--- config.mk ---
export PLATFORM = sky130hd
export DESIGN_NAME = mem_access_unit_flat
export DESIGN_NICKNAME = d
export VERILOG_FILES = /design/src/rtl/mem_access_unit_if.sv /design/src/rtl/mem_access_unit.sv /design/src/flat_wrapper.sv
export SDC_FILE = /design/constraint.sdc
export NUM_CORES = 1
export LEC_CHECK = 0
export CAP_MARGIN = 25
export CORE_UTILIZATION = 49
export CTS_CLUSTER_SIZE = 30
export DETAILED_ROUTE_END_ITERATION = 6
export PLACE_DENSITY = 0.86
export SLEW_MARGIN = 15
export SYNTH_ARGS = -nofsm -noshare
export SYNTH_HDL_FRONTEND = slang
export SYNTH_SLANG_ARGS = --single-unit
export TNS_END_PERCENT = 50
--- constraint.sdc ---
create_clock -name clk -period 2.9 [get_ports clk]
set_input_delay 0.58 -clock clk [delete_from_list [all_inputs] [get_ports clk]]
set_output_delay 0.58 -clock clk [all_outputs]
set_load 0.01 [all_outputs]
--- src/rtl/mem_access_unit_if.sv ---
// Pipeline-side and memory-side signals of the load/store access unit.
// The slave modport is the access unit; the master modport is the pipeline plus memory.
interface mem_access_unit_if;
    logic        req;
    logic [2:0]  op;
    logic [31:0] addr;
    logic [31:0] wdata;
    logic        busy;
    logic        done;
    logic [31:0] rdata;
    logic [1:0]  err;
    logic        mem_req;
    logic        mem_we;
    logic [3:0]  mem_be;
    logic [31:0] mem_addr;
    logic [31:0] mem_wdata;
    logic [31:0] mem_rdata;
    logic        mem_ack;

    modport slave (
        input  req, op, addr, wdata, mem_rdata, mem_ack,
        output busy, done, rdata, err, mem_req, mem_we, mem_be, mem_addr, mem_wdata
    );

    modport master (
        output req, op, addr, wdata, mem_rdata, mem_ack,
        input  busy, done, rdata, err, mem_req, mem_we, mem_be, mem_addr, mem_wdata
    );
endinterface

--- src/rtl/mem_access_unit.sv ---
// Load/store access unit: one memory access in flight, lane steering, load extension, ack timeout.
// Define MEM_ACCESS_ALIGN_CHECK_EN to reject misaligned word/half accesses with err=01.
module mem_access_unit #(
    parameter int unsigned ACK_TIMEOUT = 16
) (
    input  logic             clk,
    input  logic             rst_n,
    mem_access_unit_if.slave bus
);
    typedef enum logic [1:0] {StIdle, StAccess, StDone} state_e;

    localparam logic [7:0] CntLast = 8'(ACK_TIMEOUT - 1);

    state_e      state_q;
    logic [2:0]  op_q;
    logic [1:0]  lane_q;
    logic [7:0]  cnt_q;
    logic        busy_q, done_q, mem_req_q, mem_we_q;
    logic [3:0]  mem_be_q;
    logic [31:0] mem_addr_q, mem_wdata_q, rdata_q;
    logic [1:0]  err_q;

    logic        is_store_d, is_store_q;
    logic [3:0]  be_d;
    logic [31:0] wdata_d;
    logic [7:0]  ld_byte;
    logic [15:0] ld_half;
    logic [31:0] load_ext;

    always_comb begin
        is_store_d = bus.op[2] & (bus.op[1] | bus.op[0]);
        be_d       = 4'b1111;
        wdata_d    = 32'h0;
        case (bus.op)
            3'b000, 3'b101: begin
                be_d    = 4'b1111;
                wdata_d = bus.wdata;
            end
            3'b001, 3'b010, 3'b110: begin
                be_d    = bus.addr[1] ? 4'b1100 : 4'b0011;
                wdata_d = {2{bus.wdata[15:0]}};
            end
            default: begin
                be_d    = 4'b0001 << bus.addr[1:0];
                wdata_d = {4{bus.wdata[7:0]}};
            end
        endcase
        if (!is_store_d) wdata_d = 32'h0;
    end

    assign is_store_q = op_q[2] & (op_q[1] | op_q[0]);

    always_comb begin
        ld_byte = bus.mem_rdata[{lane_q, 3'b000} +: 8];
        ld_half = lane_q[1] ? bus.mem_rdata[31:16] : bus.mem_rdata[15:0];
        case (op_q)
            3'b001:  load_ext = {{16{ld_half[15]}}, ld_half};
            3'b010:  load_ext = {16'h0, ld_half};
            3'b011:  load_ext = {{24{ld_byte[7]}}, ld_byte};
            3'b100:  load_ext = {24'h0, ld_byte};
            default: load_ext = bus.mem_rdata;
        endcase
    end

`ifdef MEM_ACCESS_ALIGN_CHECK_EN
    logic misalign_d, misalign_q;

    always_comb begin
        case (bus.op)
            3'b000, 3'b101:         misalign_d = |bus.addr[1:0];
            3'b001, 3'b010, 3'b110: misalign_d = bus.addr[0];
            default:                misalign_d = 1'b0;
        endcase
    end
`endif

    always_ff @(posedge clk or negedge rst_n) begin
        if (!rst_n) begin
            state_q     <= StIdle;
            op_q        <= 3'b000;
            lane_q      <= 2'b00;
            cnt_q       <= 8'h0;
            busy_q      <= 1'b0;
            done_q      <= 1'b0;
            mem_req_q   <= 1'b0;
            mem_we_q    <= 1'b0;
            mem_be_q    <= 4'b0000;
            mem_addr_q  <= 32'h0;
            mem_wdata_q <= 32'h0;
            rdata_q     <= 32'h0;
            err_q       <= 2'b00;
`ifdef MEM_ACCESS_ALIGN_CHECK_EN
            misalign_q  <= 1'b0;
`endif
        end else begin
            done_q <= 1'b0;
            case (state_q)
                StIdle: begin
                    if (bus.req) begin
                        state_q     <= StAccess;
                        op_q        <= bus.op;
                        lane_q      <= bus.addr[1:0];
                        cnt_q       <= 8'h0;
                        busy_q      <= 1'b1;
                        mem_we_q    <= is_store_d;
                        mem_be_q    <= be_d;
                        mem_addr_q  <= {bus.addr[31:2], 2'b00};
                        mem_wdata_q <= wdata_d;
`ifdef MEM_ACCESS_ALIGN_CHECK_EN
                        // A rejected access still spends one busy cycle here, without mem_req.
                        misalign_q  <= misalign_d;
                        mem_req_q   <= ~misalign_d;
`else
                        mem_req_q   <= 1'b1;
`endif
                    end
                end
                StAccess: begin
`ifdef MEM_ACCESS_ALIGN_CHECK_EN
                    if (misalign_q) begin
                        err_q   <= 2'b01;
                        done_q  <= 1'b1;
                        state_q <= StDone;
                    end else
`endif
                    // Ack takes priority over a simultaneous timeout.
                    if (bus.mem_ack) begin
                        mem_req_q <= 1'b0;
                        err_q     <= 2'b00;
                        done_q    <= 1'b1;
                        state_q   <= StDone;
                        if (!is_store_q) rdata_q <= load_ext;
                    end else if (cnt_q == CntLast) begin
                        mem_req_q <= 1'b0;
                        err_q     <= 2'b10;
                        done_q    <= 1'b1;
                        state_q   <= StDone;
                    end else begin
                        cnt_q <= cnt_q + 8'h1;
                    end
                end
                StDone: begin
                    busy_q  <= 1'b0;
                    state_q <= StIdle;
                end
                default: state_q <= StIdle;
            endcase
        end
    end

    assign bus.busy      = busy_q;
    assign bus.done      = done_q;
    assign bus.rdata     = rdata_q;
    assign bus.err       = err_q;
    assign bus.mem_req   = mem_req_q;
    assign bus.mem_we    = mem_we_q;
    assign bus.mem_be    = mem_be_q;
    assign bus.mem_addr  = mem_addr_q;
    assign bus.mem_wdata = mem_wdata_q;
endmodule

--- src/flat_wrapper.sv ---
// flat-port wrapper written by rule: the top's interface ports become plain ports
module mem_access_unit_flat 
#(
    parameter int unsigned ACK_TIMEOUT = 16
)
  (clk, rst_n, bus_req, bus_op, bus_addr, bus_wdata, bus_mem_rdata, bus_mem_ack, bus_busy, bus_done, bus_rdata, bus_err, bus_mem_req, bus_mem_we, bus_mem_be, bus_mem_addr, bus_mem_wdata);
  mem_access_unit_if bus_i ();
  input  logic clk;
  input  logic rst_n;
  input wire logic [$bits(bus_i.req)-1:0] bus_req;
  input wire logic [$bits(bus_i.op)-1:0] bus_op;
  input wire logic [$bits(bus_i.addr)-1:0] bus_addr;
  input wire logic [$bits(bus_i.wdata)-1:0] bus_wdata;
  input wire logic [$bits(bus_i.mem_rdata)-1:0] bus_mem_rdata;
  input wire logic [$bits(bus_i.mem_ack)-1:0] bus_mem_ack;
  output wire logic [$bits(bus_i.busy)-1:0] bus_busy;
  output wire logic [$bits(bus_i.done)-1:0] bus_done;
  output wire logic [$bits(bus_i.rdata)-1:0] bus_rdata;
  output wire logic [$bits(bus_i.err)-1:0] bus_err;
  output wire logic [$bits(bus_i.mem_req)-1:0] bus_mem_req;
  output wire logic [$bits(bus_i.mem_we)-1:0] bus_mem_we;
  output wire logic [$bits(bus_i.mem_be)-1:0] bus_mem_be;
  output wire logic [$bits(bus_i.mem_addr)-1:0] bus_mem_addr;
  output wire logic [$bits(bus_i.mem_wdata)-1:0] bus_mem_wdata;
  assign bus_i.req = bus_req;
  assign bus_i.op = bus_op;
  assign bus_i.addr = bus_addr;
  assign bus_i.wdata = bus_wdata;
  assign bus_i.mem_rdata = bus_mem_rdata;
  assign bus_i.mem_ack = bus_mem_ack;
  assign bus_busy = bus_i.busy;
  assign bus_done = bus_i.done;
  assign bus_rdata = bus_i.rdata;
  assign bus_err = bus_i.err;
  assign bus_mem_req = bus_i.mem_req;
  assign bus_mem_we = bus_i.mem_we;
  assign bus_mem_be = bus_i.mem_be;
  assign bus_mem_addr = bus_i.mem_addr;
  assign bus_mem_wdata = bus_i.mem_wdata;
  mem_access_unit #(.ACK_TIMEOUT(ACK_TIMEOUT)) u_core (.clk(clk), .rst_n(rst_n), .bus(bus_i));
endmodule
# ---- After elaboration in Yosys (flattened, before gate mapping)
# Cells that the tools add are included.
dict set report totals {
  reg_bits 119
  latch_bits 0
  mem_bits_rw 0
  mem_bits_ro 0
  in_bits 103
  output_inout_bits 106
  memories 0
}
dict set report op_classes {
  n_addsub 1
  n_mul 0
  n_div 0
  n_lt_le_gt_ge 0
  eq_ne 15
  shift 2
  mux 23
  bitwise 5
  n_reduce_logical 14
}
# op n
set ops {}
lappend ops {{$pmux W32 S4} 1}
lappend ops {{$pmux W32 S2} 1}
lappend ops {{$mux W32} 1}
lappend ops {{$shiftx A32 B6 Y8} 1}
lappend ops {{$mux W8} 3}
lappend ops {{$mux W16} 1}
lappend ops {{$pmux W8 S2} 1}
lappend ops {{$eq A3 B2 Y1 const B} 3}
lappend ops {{$eq A3 B3 Y1 const B} 3}
lappend ops {{$add A8 B1 Y8 const B} 1}
lappend ops {{$eq A8 B4 Y1 const B} 1}
lappend ops {{$mux W2} 4}
lappend ops {{$pmux W4 S2} 1}
lappend ops {{$reduce_and A2 Y1} 4}
lappend ops {{$eq A3 B1 Y1 const B} 2}
lappend ops {{$mux W1} 6}
lappend ops {{$ne A2 B2 Y1 const B} 3}
lappend ops {{$reduce_and A3 Y1} 2}
lappend ops {{$reduce_bool A2 Y1} 3}
lappend ops {{$mux W4} 1}
lappend ops {{$pmux W1 S2} 2}
lappend ops {{$pmux W2 S2} 1}
lappend ops {{$reduce_and A4 Y1} 1}
lappend ops {{$shl A1 B2 Y4 const A} 1}
lappend ops {{10 further kinds} 12}

# ---- Logic depth before layout (Yosys ltp)
dict set report depth {
  depth_word 4
  depth_mapped 7
  depth_no_buf 5
}

# ---- Worst setup path after synthesis
# No wires, ideal clock.
dict set report synth_timing {
  path_type {input to register}
  startpoint {input port bus_op[2]}
  endpoint {register u_core.mem_wdata_q[21], in the netlist u_core.bus.mem_wdata[21]}
  arrival_ps 1661
  t_required_ps 2766
  path_slack_ps 1105
  cell_stages 6
  path_buffers 2
  cell_sequence {buf_2 -> xor2_1 -> nor2_2 -> buf_2 -> mux2i_1 -> o21ai_0}
}
dict set report synth_between {
  elab_chain_len 4
}
# element line_no
set synth_lines {}
lappend synth_lines {{from (decl)} flat_wrapper.sv:11} ;# input wire logic [$bits(bus_i.op)-1:0] bus_op;
lappend synth_lines {{$eq A3 B1 Y1, or another cell as far along} mem_access_unit.sv:34} ;# case (bus.op)
lappend synth_lines {{$reduce_or A3 Y1 / $reduce_or A2 Y1 (equally long branches)} mem_access_unit.sv:34}
lappend synth_lines {{$pmux W32 S2} mem_access_unit.sv:34}
lappend synth_lines {{$mux W32 (*)} mem_access_unit.sv:48} ;# if (!is_store_d) wdata_d = 32'h0;
lappend synth_lines {{to (signal assigned)} mem_access_unit.sv:108} ;# mem_wdata_q <= wdata_d;
lappend synth_lines {{to (decl)} mem_access_unit.sv:20} ;# logic [31:0] mem_addr_q, mem_wdata_q, rdata_q;
# Mark *: on every way between the ends. The rest lies on a longest branch, timed or not.
# A chain may end at the register's enable or synchronous reset.

# ---- Worst setup path in the final report
dict set report layout_timing {
  startpoint {register u_core.op_q[0]}
  endpoint {register u_core.rdata_q[10], in the netlist u_core.bus.rdata[10]}
}
dict set report layout_between {
  elab_chain_len 4
}
# element line_no
set layout_lines {}
lappend layout_lines {{from (decl)} mem_access_unit.sv:15} ;# logic [2:0] op_q;
lappend layout_lines {{from (signal assigned)} mem_access_unit.sv:101} ;# op_q <= bus.op;
lappend layout_lines {{$or A1 B1 Y1} mem_access_unit.sv:51} ;# assign is_store_q = op_q[2] & (op_q[1] | op_q[0]);
lappend layout_lines {{$and A1 B1 Y1} mem_access_unit.sv:51}
lappend layout_lines {{$not A1 Y1 (no line)} --}
lappend layout_lines {{$reduce_and A3 Y1 (no line)} --}
lappend layout_lines {{to (signal assigned)} mem_access_unit.sv:132} ;# if (!is_store_q) rdata_q <= load_ext;
lappend layout_lines {{to (decl)} mem_access_unit.sv:20}
# Parallel ways exist; a longest one is shown, timed or not.

==> impl_metrics.py <==
metrics = {
    "synth": {
        "yosys_warnings": 0,
        "synth_ff_type": "dfrtp_1",
        "synth-xor-area-share_pct": 0.901,
        "synth_cell_types": 58,
        "yosysSeqAreaShare_pct": 50.7,
        "ys_ff_latch": 118,
        "yosys.area.top_type": "dfrtp_1",
        "async_flop_share_pct": 100,
        "yosys-top-cells-count": "nand2_1, dfrtp_1, a21oi_1",
        "syn_area_per_cell_um2": 9.27,
        "synthAdderAreaFrac_pct": 0.215,
        "netlist_instances": 629,
        "synth_enable_flop_cells": 0,
        "synth_top_area_share_pct": 50.7,
        "synth_compound_area_share_pct": 18.5,
        "synth_top_family_by_area": "simple AND/OR/NAND/NOR gates",
        "synth_mux_area_share_pct": 6.87,
        "synthSimpleGateAreaFrac_pct": 18.6,
        "yosysMostFrequentCell": "nand2_1",
        "ys_top_cells_by_area": "dfrtp_1, nand2_1, a21oi_1",
        "syn_area_mm2": 0.00583,
    },
    "layout": {
        "area_growth_pct": 46.1,
        "multiInputGateArea_mm2": 0.00264,
        "num-fill-cells": 794,
        "diodes": 0,
        "fin_nets": 929,
        "drive_above_1_share_pct": 7.65,
        "seq_area_mm2": 0.00295,
    },
    "place": {
        "dp_hpwl_mm": 13.0,
        "gp_congestion": 0.903,
        "dp_worst_setup_slack_ns": 0.412,
        "port_buffers": 205,
    },
    "detailed_routing": {
        "firstDrtPassIters": 7,
        "viasPerCell": 5.85,
        "wl_mm": 18.4,
        "antenna_left": 0,
        "drtIter0Drc": 477,
        "wire_per_inst_um": 18.8,
        "dr_total_vias": 5730,
        "route.detailed.drc": 31,
    },
    "grt": {
        "grt_max_degree": 47,
        "antenna_found_initial": 0,
        "grt_pass1_wl_mm": 30.0,
        "track_usage_pct": 31.0,
        "grt.overflow.total": 0,
        "grt_pass1_vias": 5886,
    },
    "timing": {
        "fmax_ghz": 0.454,
        "period_needed_ns": 2.20,
        "period_share_pct": 75.9,
        "slew_viol_final": 0,
        "setup_viol": 0,
        "slew_headroom_pct": 45.3,
        "worst_pin_slew_ns": 0.814,
        "layout_setup_ws_ns": 0.699,
        "rsz0062_at_grt": "no",
        "setup-tns-final_ns": 0,
        "clock_skew_ns": 0.00671,
        "hold_viol_final": 0,
    },
    "clock_network": {
        "path_clk_slew_ns": 0.05,
        "cts_sinks": 118,
        "clockBufferDepth": 2,
        "clk_latency_ns": 0.41,
        "cts_setup_buffers": 0,
        "htreeDepth": 4,
        "cts_hold_buffers": 0,
        "cts_tree": "built",
        "cts_root_buffer": "clkbuf_16",
        "cts_buffers": 17,
        "ctsResizeCount": 0,
    },
    "job": {
        "cap_viol_max_count": 0,
    },
    "setup_path": {
        "critPathKind": "reg -> reg",
        "max_stage_delay_ns": 0.65,
        "cp.required_ns": 3.14,
        "reg2reg_depth": 4,
        "cp_slowest_cell": "dfrtp_1",
        "reg2reg_setup_slack_ns": 0.70,
        "crit_arrival_ns": 2.45,
        "path_cells": "nand4b_1, nor2_1, a311oi_2, a21oi_1",
        "path_max_fanout": 27,
        "end_kind": "register",
        "worstReg2RegEnd": "u_core.bus.rdata[10]$_DFFE_PN0P_",
        "r2r-start": "u_core.op_q[0]$_DFFE_PN0P_",
        "crit_path_start_kind": "register",
    },
    "hold_path": {
        "min_path_type": "in -> async",
    },
    "pwr": {
        "power_density_mw_per_mm2": 963,
        "ir_drop_mv": 0.513,
        "p_leak_nw": 3.70,
    },
    "die": {
        "start_util_pct": 50.6,
        "die_h_um": 111,
        "die_w_um": 111,
        "io_pins": 209,
        "row_count": 39,
        "core_mm2": 0.0115,
        "dieArea_mm2": 0.0123,
    },
    "outcome": {
        "status": "complete, but fails checks",
        "violations": "DRC",
    },
}
[area by class of cell]
type | instances | share of cell area (%)
Tap cell | 143 | 2.10
Clock buffer | 21 | 5.40
Timing Repair Buffer | 219 | 25.4
Inverter | 3 | 0.132
Multi-Input combinational cell | 466 | 31.0
Sequential cell | 118 | 34.7
Clock inverter | 10 | 1.23
[power breakdown]
group	switching (W)	internal, W	leakage [nW]
logic	0.00165	0.00176	1.97
clock network	0.000723	0.00129	0.278
registers	0.000511	0.00226	1.46
[worst max-delay path by stage]
stage,start,to,slack [ns],depth (start not counted)
floorplan,bus_op[2],u_core.bus.mem_wdata[21]$_DFFE_PN0P_,1.11,6
global placement,bus_req,u_core.bus.mem_wdata[26]$_DFFE_PN0P_,0.47,5
global route,u_core.op_q[0]$_DFFE_PN0P_,u_core.bus.rdata[10]$_DFFE_PN0P_,0.56,4
finish,u_core.op_q[0]$_DFFE_PN0P_,u_core.bus.rdata[10]$_DFFE_PN0P_,0.70,4
CTS,u_core.op_q[0]$_DFFE_PN0P_,u_core.bus.rdata[10]$_DFFE_PN0P_,0.79,4
detailed placement,bus_req,u_core.bus.mem_wdata[20]$_DFFE_PN0P_,0.41,4
[routing by layer]
layer | GRT usage [%] | share of wire [%] | vias to the layer above
met5 | 0 | 0 | -
li1 | - | - | 2585
met4 | 12.3 | 2.8 | 0
met1 | 36.4 | 37 | 2731
met3 | 9.84 | 9.8 | 58
met2 | 52.9 | 50 | 356
[layout by cell type (no fill, tap or decap), drive strengths merged, types with 10 or more instances in the layout]
cell type,instances
a21oi,72
nor2,52
clkbuf,21
buf,15
a221oi,14
nor2b,11
o21ai,43
clkdlybuf4s50,204
nand2,146
mux2i,28
dfrtp,118
mux2,10
[per-stage QoR]
stage	cells	utilization [%]	hold WS [ns]	cell area, um^2	total power [W]
floorplan	631	-	0.284	5840	0.00439
global placement	949	69.1	0.461	7950	0.00600
detailed placement	949	69.1	0.461	7950	0.00614
CTS	980	74.0	0.166	8520	0.00820
global route	980	74.0	0.194	8520	0.00866
finish	980	74.0	0.158	8520	0.00821
[critical path: cells and delay by family, from the launching register on]
kind	cells	cell delay [ns]
AOI/OAI and AO/OA	2	0.81
DFF	1	0.65
and+or+nand+nor	2	0.58
[registers in the layout, indices dropped and copies added (netlist names)]
register,count
u_core.bus.mem_addr,30
u_core.bus.done,1
u_core.bus.mem_we,1
u_core.cnt_q,8
u_core.lane_q,2
u_core.op_q,3
u_core.bus.busy,1
u_core.bus.mem_wdata,32
u_core.state_q,2
u_core.bus.rdata,32
u_core.bus.mem_be,4
u_core.bus.mem_req,1
u_core.bus.err,1
[kinds of logic (layout without fill, tap and decap cells)]
| family | Yosys count | count (layout) |
|---|---|---|
| buffers and inverters | 47 | 253 |
| multiplexers | 38 | 38 |
| other | 1 | 3 |
| flip-flops | 118 | 118 |
| XOR/XNOR | 6 | 6 |
| AND/OR/NAND/NOR | 248 | 248 |
| adder cells (fa/ha/maj) | 1 | 1 |
| AO/OA/AOI/OAI | 170 | 170 |
(Power assumes the default switching activity.)
